==> src/rtl/fpu_sched_pkg.sv <==
// Shared types and constants for the fadd/fsub scheduler.
// Tracking entries use fixed maximum field widths; the top module
// zero-extends its requester id and tag into them.
package fpu_sched_pkg;

  localparam int FP_W         = 32;
  localparam int FADD_LATENCY = 4;

  // Widest id (NUM_REQ up to 8) and tag carried by a tracking entry
  localparam int TRK_ID_W  = 3;
  localparam int TRK_TAG_W = 16;

  typedef struct packed {
    logic                 v;
    logic                 sub;
    logic [TRK_ID_W-1:0]  id;
    logic [TRK_TAG_W-1:0] tag;
  } trk_t;

endpackage

==> src/rtl/fpu_sched_rsp_fifo.sv <==
// Response FIFO: register-based, first-word-fall-through, with occupancy
// count. Storage is cleared on reset so the head reads zero when empty
// after reset.
module fpu_sched_rsp_fifo #(
  parameter  int DEPTH = 4,
  parameter  int W     = 32,
  localparam int CNT_W = $clog2(DEPTH + 1),
  localparam int PTR_W = (DEPTH > 1) ? $clog2(DEPTH) : 1
) (
  input  logic             clk,
  input  logic             rst_n,
  input  logic             i_push,
  input  logic [W-1:0]     i_data,
  input  logic             i_pop,
  output logic             o_valid,
  output logic [W-1:0]     o_data,
  output logic [CNT_W-1:0] o_count
);

  logic [W-1:0]     r_mem [DEPTH];
  logic [PTR_W-1:0] r_wr;
  logic [PTR_W-1:0] r_rd;
  logic [CNT_W-1:0] r_cnt;
  logic             w_pop;

  function automatic logic [PTR_W-1:0] ptr_inc(input logic [PTR_W-1:0] p);
    return (p == PTR_W'(DEPTH - 1)) ? '0 : p + 1'b1;
  endfunction

  assign o_valid = (r_cnt != '0);
  assign o_data  = r_mem[r_rd];
  assign o_count = r_cnt;
  assign w_pop   = i_pop & o_valid;

  // Storage write; push is never refused (caller guarantees space)
  always_ff @(posedge clk or negedge rst_n) begin
    if (!rst_n) begin
      for (int i = 0; i < DEPTH; i++) r_mem[i] <= '0;
    end else if (i_push) begin
      r_mem[r_wr] <= i_data;
    end
  end

  // Pointers and occupancy; simultaneous push/pop keeps the count
  always_ff @(posedge clk or negedge rst_n) begin
    if (!rst_n) begin
      r_wr  <= '0;
      r_rd  <= '0;
      r_cnt <= '0;
    end else begin
      if (i_push) r_wr <= ptr_inc(r_wr);
      if (w_pop)  r_rd <= ptr_inc(r_rd);
      case ({i_push, w_pop})
        2'b10:   r_cnt <= r_cnt + 1'b1;
        2'b01:   r_cnt <= r_cnt - 1'b1;
        default: r_cnt <= r_cnt;
      endcase
    end
  end

endmodule

==> src/rtl/fpu_addsub_sched.sv <==
// Round-robin scheduler sharing one fadd and one fsub pipeline among
// NUM_REQ requesters. Issue is credit-gated so a result always finds
// space in the response FIFO. Optional macro FPU_SCHED_PERF_EN adds
// perf_issue_cnt / perf_stall_cnt output counters.
module fpu_addsub_sched
  import fpu_sched_pkg::*;
#(
  parameter  int NUM_REQ    = 2,
  parameter  int LATENCY    = FADD_LATENCY,
  parameter  int TAG_W      = 4,
  parameter  int OBUF_DEPTH = 4,
  localparam int ID_W       = (NUM_REQ > 2) ? $clog2(NUM_REQ) : 1
) (
  input  logic                     clk,
  input  logic                     rst_n,
  input  logic [NUM_REQ-1:0]       req_valid,
  output logic [NUM_REQ-1:0]       req_ready,
  input  logic [NUM_REQ*FP_W-1:0]  req_a,
  input  logic [NUM_REQ*FP_W-1:0]  req_b,
  input  logic [NUM_REQ-1:0]       req_sub,
  input  logic [NUM_REQ*TAG_W-1:0] req_tag,
  output logic [FP_W-1:0]          dp_a,
  output logic [FP_W-1:0]          dp_b,
  input  logic [FP_W-1:0]          dp_fadd_result,
  input  logic [FP_W-1:0]          dp_fsub_result,
  output logic                     rsp_valid,
  input  logic                     rsp_ready,
  output logic [FP_W-1:0]          rsp_result,
  output logic [ID_W-1:0]          rsp_id,
  output logic [TAG_W-1:0]         rsp_tag
`ifdef FPU_SCHED_PERF_EN
  ,
  output logic [31:0]              perf_issue_cnt,
  output logic [31:0]              perf_stall_cnt
`endif
);

  localparam int CR_W  = $clog2(OBUF_DEPTH + 1);
  localparam int RSP_W = FP_W + ID_W + TAG_W;

  logic [CR_W-1:0]  r_credits;
  logic [ID_W-1:0]  r_ptr;
  trk_t             r_trk [LATENCY];

  logic [FP_W-1:0]  w_a    [NUM_REQ];
  logic [FP_W-1:0]  w_b    [NUM_REQ];
  logic [TAG_W-1:0] w_tag  [NUM_REQ];
  logic [ID_W-1:0]  w_cand [NUM_REQ];
  logic             w_can_issue;
  logic             w_gnt_vld;
  logic [ID_W-1:0]  w_gnt_id;
  logic             w_issue;
  logic             w_pop;
  trk_t             w_trk_in;
  logic             w_push;
  logic [FP_W-1:0]  w_res;
  logic [RSP_W-1:0] w_push_data;
  logic [RSP_W-1:0] w_rsp_data;
  logic [CR_W-1:0]  w_fifo_cnt;

  for (genvar g = 0; g < NUM_REQ; g++) begin : g_unpack
    assign w_a[g]   = req_a[g*FP_W +: FP_W];
    assign w_b[g]   = req_b[g*FP_W +: FP_W];
    assign w_tag[g] = req_tag[g*TAG_W +: TAG_W];
  end

  // Requester indices in priority order starting at the pointer
  always_comb begin
    for (int k = 0; k < NUM_REQ; k++) begin
      w_cand[k] = ID_W'((int'(r_ptr) + k) % NUM_REQ);
    end
  end

  // Round-robin pick; credits gate the grant, rsp_ready never does
  always_comb begin
    w_gnt_vld = 1'b0;
    w_gnt_id  = '0;
    for (int k = 0; k < NUM_REQ; k++) begin
      if (!w_gnt_vld && req_valid[w_cand[k]]) begin
        w_gnt_vld = 1'b1;
        w_gnt_id  = w_cand[k];
      end
    end
  end

  assign w_can_issue = rst_n && (r_credits != '0);
  assign w_issue     = w_gnt_vld && w_can_issue;
  assign w_pop       = rsp_valid && rsp_ready;

  // Grant vector and operand bus; bus is zero when nothing issues
  always_comb begin
    req_ready = '0;
    dp_a      = '0;
    dp_b      = '0;
    if (w_issue) begin
      req_ready[w_gnt_id] = 1'b1;
      dp_a                = w_a[w_gnt_id];
      dp_b                = w_b[w_gnt_id];
    end
  end

  // Priority pointer moves past the winner only on an actual grant
  always_ff @(posedge clk or negedge rst_n) begin
    if (!rst_n) begin
      r_ptr <= '0;
    end else if (w_issue) begin
      r_ptr <= (w_gnt_id == ID_W'(NUM_REQ - 1)) ? '0 : w_gnt_id + 1'b1;
    end
  end

  // Credit pool: one credit per free FIFO slot not yet claimed in flight
  always_ff @(posedge clk or negedge rst_n) begin
    if (!rst_n) begin
      r_credits <= CR_W'(OBUF_DEPTH);
    end else begin
      case ({w_issue, w_pop})
        2'b10:   r_credits <= r_credits - 1'b1;
        2'b01:   r_credits <= r_credits + 1'b1;
        default: r_credits <= r_credits;
      endcase
    end
  end

  // Descriptor for the op entering the pipelines this cycle
  always_comb begin
    w_trk_in     = '0;
    w_trk_in.v   = w_issue;
    w_trk_in.sub = req_sub[w_gnt_id];
    w_trk_in.id  = TRK_ID_W'(w_gnt_id);
    w_trk_in.tag = TRK_TAG_W'(w_tag[w_gnt_id]);
  end

  // Shadow pipeline mirroring the datapath latency
  always_ff @(posedge clk or negedge rst_n) begin
    if (!rst_n) begin
      for (int i = 0; i < LATENCY; i++) r_trk[i] <= '0;
    end else begin
      r_trk[0] <= w_trk_in;
      for (int i = 1; i < LATENCY; i++) r_trk[i] <= r_trk[i-1];
    end
  end

  assign w_push      = r_trk[LATENCY-1].v;
  assign w_res       = r_trk[LATENCY-1].sub ? dp_fsub_result : dp_fadd_result;
  assign w_push_data = {w_res, r_trk[LATENCY-1].id[ID_W-1:0], r_trk[LATENCY-1].tag[TAG_W-1:0]};

  fpu_sched_rsp_fifo #(
    .DEPTH (OBUF_DEPTH),
    .W     (RSP_W)
  ) u_fifo (
    .clk     (clk),
    .rst_n   (rst_n),
    .i_push  (w_push),
    .i_data  (w_push_data),
    .i_pop   (rsp_ready),
    .o_valid (rsp_valid),
    .o_data  (w_rsp_data),
    .o_count (w_fifo_cnt)
  );

  assign rsp_result = w_rsp_data[RSP_W-1 -: FP_W];
  assign rsp_id     = w_rsp_data[TAG_W +: ID_W];
  assign rsp_tag    = w_rsp_data[TAG_W-1:0];

`ifdef FPU_SCHED_PERF_EN
  // Issue count and cycles where a requester waits on an empty credit pool
  always_ff @(posedge clk or negedge rst_n) begin
    if (!rst_n) begin
      perf_issue_cnt <= '0;
      perf_stall_cnt <= '0;
    end else begin
      if (w_issue) perf_issue_cnt <= perf_issue_cnt + 32'd1;
      if ((|req_valid) && (r_credits == '0)) perf_stall_cnt <= perf_stall_cnt + 32'd1;
    end
  end
`endif

endmodule

==> config.mk <==
export PLATFORM = sky130hd
export DESIGN_NAME = fpu_addsub_sched
export DESIGN_NICKNAME = d
export VERILOG_FILES = /design/src/rtl/fpu_sched_pkg.sv /design/src/rtl/fpu_sched_rsp_fifo.sv /design/src/rtl/fpu_addsub_sched.sv
export SDC_FILE = /design/constraint.sdc
export NUM_CORES = 1
export LEC_CHECK = 0
export CAP_MARGIN = 15
export CORE_ASPECT_RATIO = 0.6
export CORE_MARGIN = 2
export CORE_UTILIZATION = 40
export DETAILED_ROUTE_END_ITERATION = 8
export PLACE_DENSITY = 0.71
export SLEW_MARGIN = 0
export SYNTH_ARGS = -nofsm -noshare
export SYNTH_HDL_FRONTEND = slang
export SYNTH_SLANG_ARGS = --single-unit
==> constraint.sdc <==
create_clock -name clk -period 6.35 [get_ports clk]
set_input_delay 1.27 -clock clk [delete_from_list [all_inputs] [get_ports clk]]
set_output_delay 1.27 -clock clk [all_outputs]
set_load 0.005 [all_outputs]
==> reports/metrics.yaml <==
outcome:
  outcome: "finished clean"
placement:
  place_congestion: 0.8590
  io_buffers: 310
  hpwl_mm: 17.52
  dpl.cell_count: 1407
clock_tree:
  clkTransAtPathRegs_ns: 0.07
  numClockSinks: 187
  cts_root_buf: "clkbuf_16"
  insertion_delay_ns: 0.42
  cts_htree_levels: 4
  max-clock-path-buffers: 2
  post_cts_buffers: 0
  hold_buffers: 0
  cts_resized: 0
  cts_buffers: 17
  cts_tree: "yes"
power_and_ir_drop:
  comb_power_share_pct: 41.8
  vdd_drop_max_mv: 0.2329
  leakage_nw: 4.991
  power_density_nw_per_um2: 413.7
  switching_power_mw: 1.704
  clkPwrFrac_pct: 19.7
  p_int_mw: 3.647
  swShare_pct: 31.84
  seqPwrFrac_pct: 38.5
detailed_routing:
  drcViolationCount: 0
  drt_iter0_markers: 461
  ant_nets: 0
  wl_per_cell_um: 17.66
  dr_total_vias: 7402
  routed_wl_mm: 25.40
  first_pass_iters: 6
  avgViaCountPerCell: 5.147
logic_synthesis:
  avgSynthCellArea_um2: 10.68
  synth_nets: 1074
  ys.warnings.count: 0
  async_reset_ff_share_pct: 100.0
  yosysSeqAreaShare_pct: 51.06
  syn_inst: 858
  netlist_area_um2: 9166
  synth_edf_count: 0
  ys.flop_type: "dfrtp_1"
  synth_cell_type_count: 26
  synth-seq-cells: 187
sta:
  finalClockSkew_ns: 0.007911
  setup_violations: 0
  worst_hold_slack_ns: 0.3412
  timing.fmax_mhz: 205.0
  period_needed_ns: 4.879
  timing.slew.headroom_pct: 27.85
  tns_ns: 0
  rsz0062_at_grt: "no"
  tightest_slew_ns: 1.082
  drv_slew: 0
  min_period_over_period_pct: 76.83
  hold_viol: 0
die:
  std_cell_rows: 42
  io_pins: 311
  start_util_pct: 41.14
  die_area_um2: 24180
  die_w_um: 199.4
  die_y_um: 121.3
  coreArea_um2: 22280
setup_path:
  critPathKind: "in -> out"
  cp-end-kind: "output port"
  cp_data_arrival_time_ns: 3.61
  crit_fanout: 91
  worstSetupStartpointType: "input pin"
  cp.required_ns: 5.08
global_route:
  grt_pass1_vias: 7488
  grt_antenna_before_repair: 1
  grt_overflow_total: 0
  grt_pass1_wl_mm: 40.47
  gr-usage-all-layers_pct: 21.68
  grt_max_degree: 133
job:
  cap_violations: 0
layout:
  syn2layout_area_growth_pct: 41.11
  drive_gt1_share_pct: 10.53
  finalNonFillerCells: 1438
  diodes: 0
  nets: 1334
min_path:
  min_path_type: "reg -> reg"
## placed cells by master, fill, tap and decap left out, drive strengths merged
master | synthesis | routed
ha | 7 | 7
clkbuf | 13 | 22
dfrtp | 186 | 186
fa | 2 | 2
xnor2 | 2 | 2
mux2 | 29 | 29
o21ai | 66 | 66
bufinv | 0 | 2
o211ai | 1 | 1
clkinv | 0 | 4
clkinvlp | 0 | 4
and2b | 1 | 1
clkdlybuf4s50 | 0 | 308
mux2i | 33 | 33
a21oi | 192 | 192
and2 | 4 | 4
mux4 | 37 | 37
or3 | 3 | 3
xor2 | 4 | 4
inv | 11 | 11
nand2b | 1 | 1
nor2 | 133 | 133
nand2 | 2 | 2
dfstp | 1 | 1
nand3b | 64 | 64
buf | 66 | 11
## state kept, by name, indices dropped and copies added (netlist names)
signal          flops
r_credits           3
r_trk              27
u_fifo.o_count      3
w_push              1
u_fifo.r_wr         2
r_ptr               1
u_fifo.r_rd         2
u_fifo.r_mem      148
## path summary, 6_finish.rpt
kind | endpoint | slack, ns | cells after the start | startpoint
worst max-delay path | dp_b[21] | 1.47 | 6 | req_valid[0]
worst min-delay path | r_trk[19] | 0.34 | 0 | r_trk[40]
worst max register to register | r_credits[2] | 3.87 | 8 | r_credits[0]
worst min register to register | r_trk[19] | 0.34 | 0 | r_trk[40]
max in group asynchronous | u_fifo.r_mem[22] | 4.46 | 2 | rst_n
min in group asynchronous | u_fifo.r_mem[77] | 0.83 | 1 | rst_n
## layout make-up
| type | instances | area [um2] |
|---|---|---|
| Fill cell | 1915 | 9346 |
| Sequential cell | 187 | 4684 |
| Clock buffer | 21 | 470.5 |
| Tap cell | 308 | 385.4 |
| Clock inverter | 10 | 117.6 |
| Inverter | 11 | 41.29 |
| Timing Repair Buffer | 320 | 3202 |
| Multi-Input combinational cell | 581 | 4034 |
## cell usage after synthesis (2+ instances only)
library cell	n	share of area, %
mux2_2	29	3.6
xor2_1	4	0.38
fa_1	2	0.44
mux2i_1	33	3.6
xnor2_1	2	0.19
o21ai_0	54	2.9
buf_4	6	0.49
nand2_1	2	0.082
clkbuf_1	13	0.53
buf_2	55	3.0
and2_1	4	0.27
nand3b_1	64	5.2
o21ai_1	12	0.66
buf_6	5	0.61
ha_1	7	0.96
a21oi_1	192	10
nor2_1	133	5.4
inv_1	10	0.41
mux4_2	37	9.1
or3_1	3	0.20
dfrtp_1	186	51
## worst max-delay path: stages
cell and delay [ns]:
clkdlybuf4s50_1 0.53, and2b_2 0.52, buf_12 0.33, o21ai_0 0.12, a21oi_1 0.25, clkdlybuf4s50_1 0.54
## power by group through the flow
stage                     Combinational, mW  Sequential (mW)  Clock [mW]
final                                  2.24             2.06        1.05
after global routing                   2.46             2.13        1.14
after CTS                              2.27             2.06        1.08
after detailed placement               2.26             2.08           0
after global placement                 2.20             2.06           0
after floorplan                        1.42             1.89           0
## metrics by stage
stage               cell area (um2)  worst slack, ns  utilization [%]  total power, mW
floorplan                      9166            3.060                -            3.316
global placement              12350            1.484            55.41            4.258
detailed placement            12350            1.458            55.41            4.335
CTS                           12930            1.455            58.05            5.412
global route                  12930            1.286            58.05            5.730
finish                        12930            1.471            58.05            5.351
## routing by layer
layer	wire (um)	GRT usage (%)	share of wire, %	vias to the layer above
met5	18	0	0.071	-
met4	240	5.093	0.95	2
met3	1462	5.392	5.8	22
met2	11640	33.17	46	187
met1	12030	31.14	47	3642
li1	-	-	-	3549
## logic make-up (layout without fill, tap and decap cells)
kind of cell,count (synthesis),in the layout,share of synthesized area [%]
buf+inv,90,362,5.091
xor+xnor,6,6,0.5733
fa+ha+maj,9,9,1.392
simple gates,208,208,11.40
flops,187,187,51.06
compound gates,259,259,14.22
mux,99,99,16.26
Note: power is estimated with default switching activity, not from simulation.
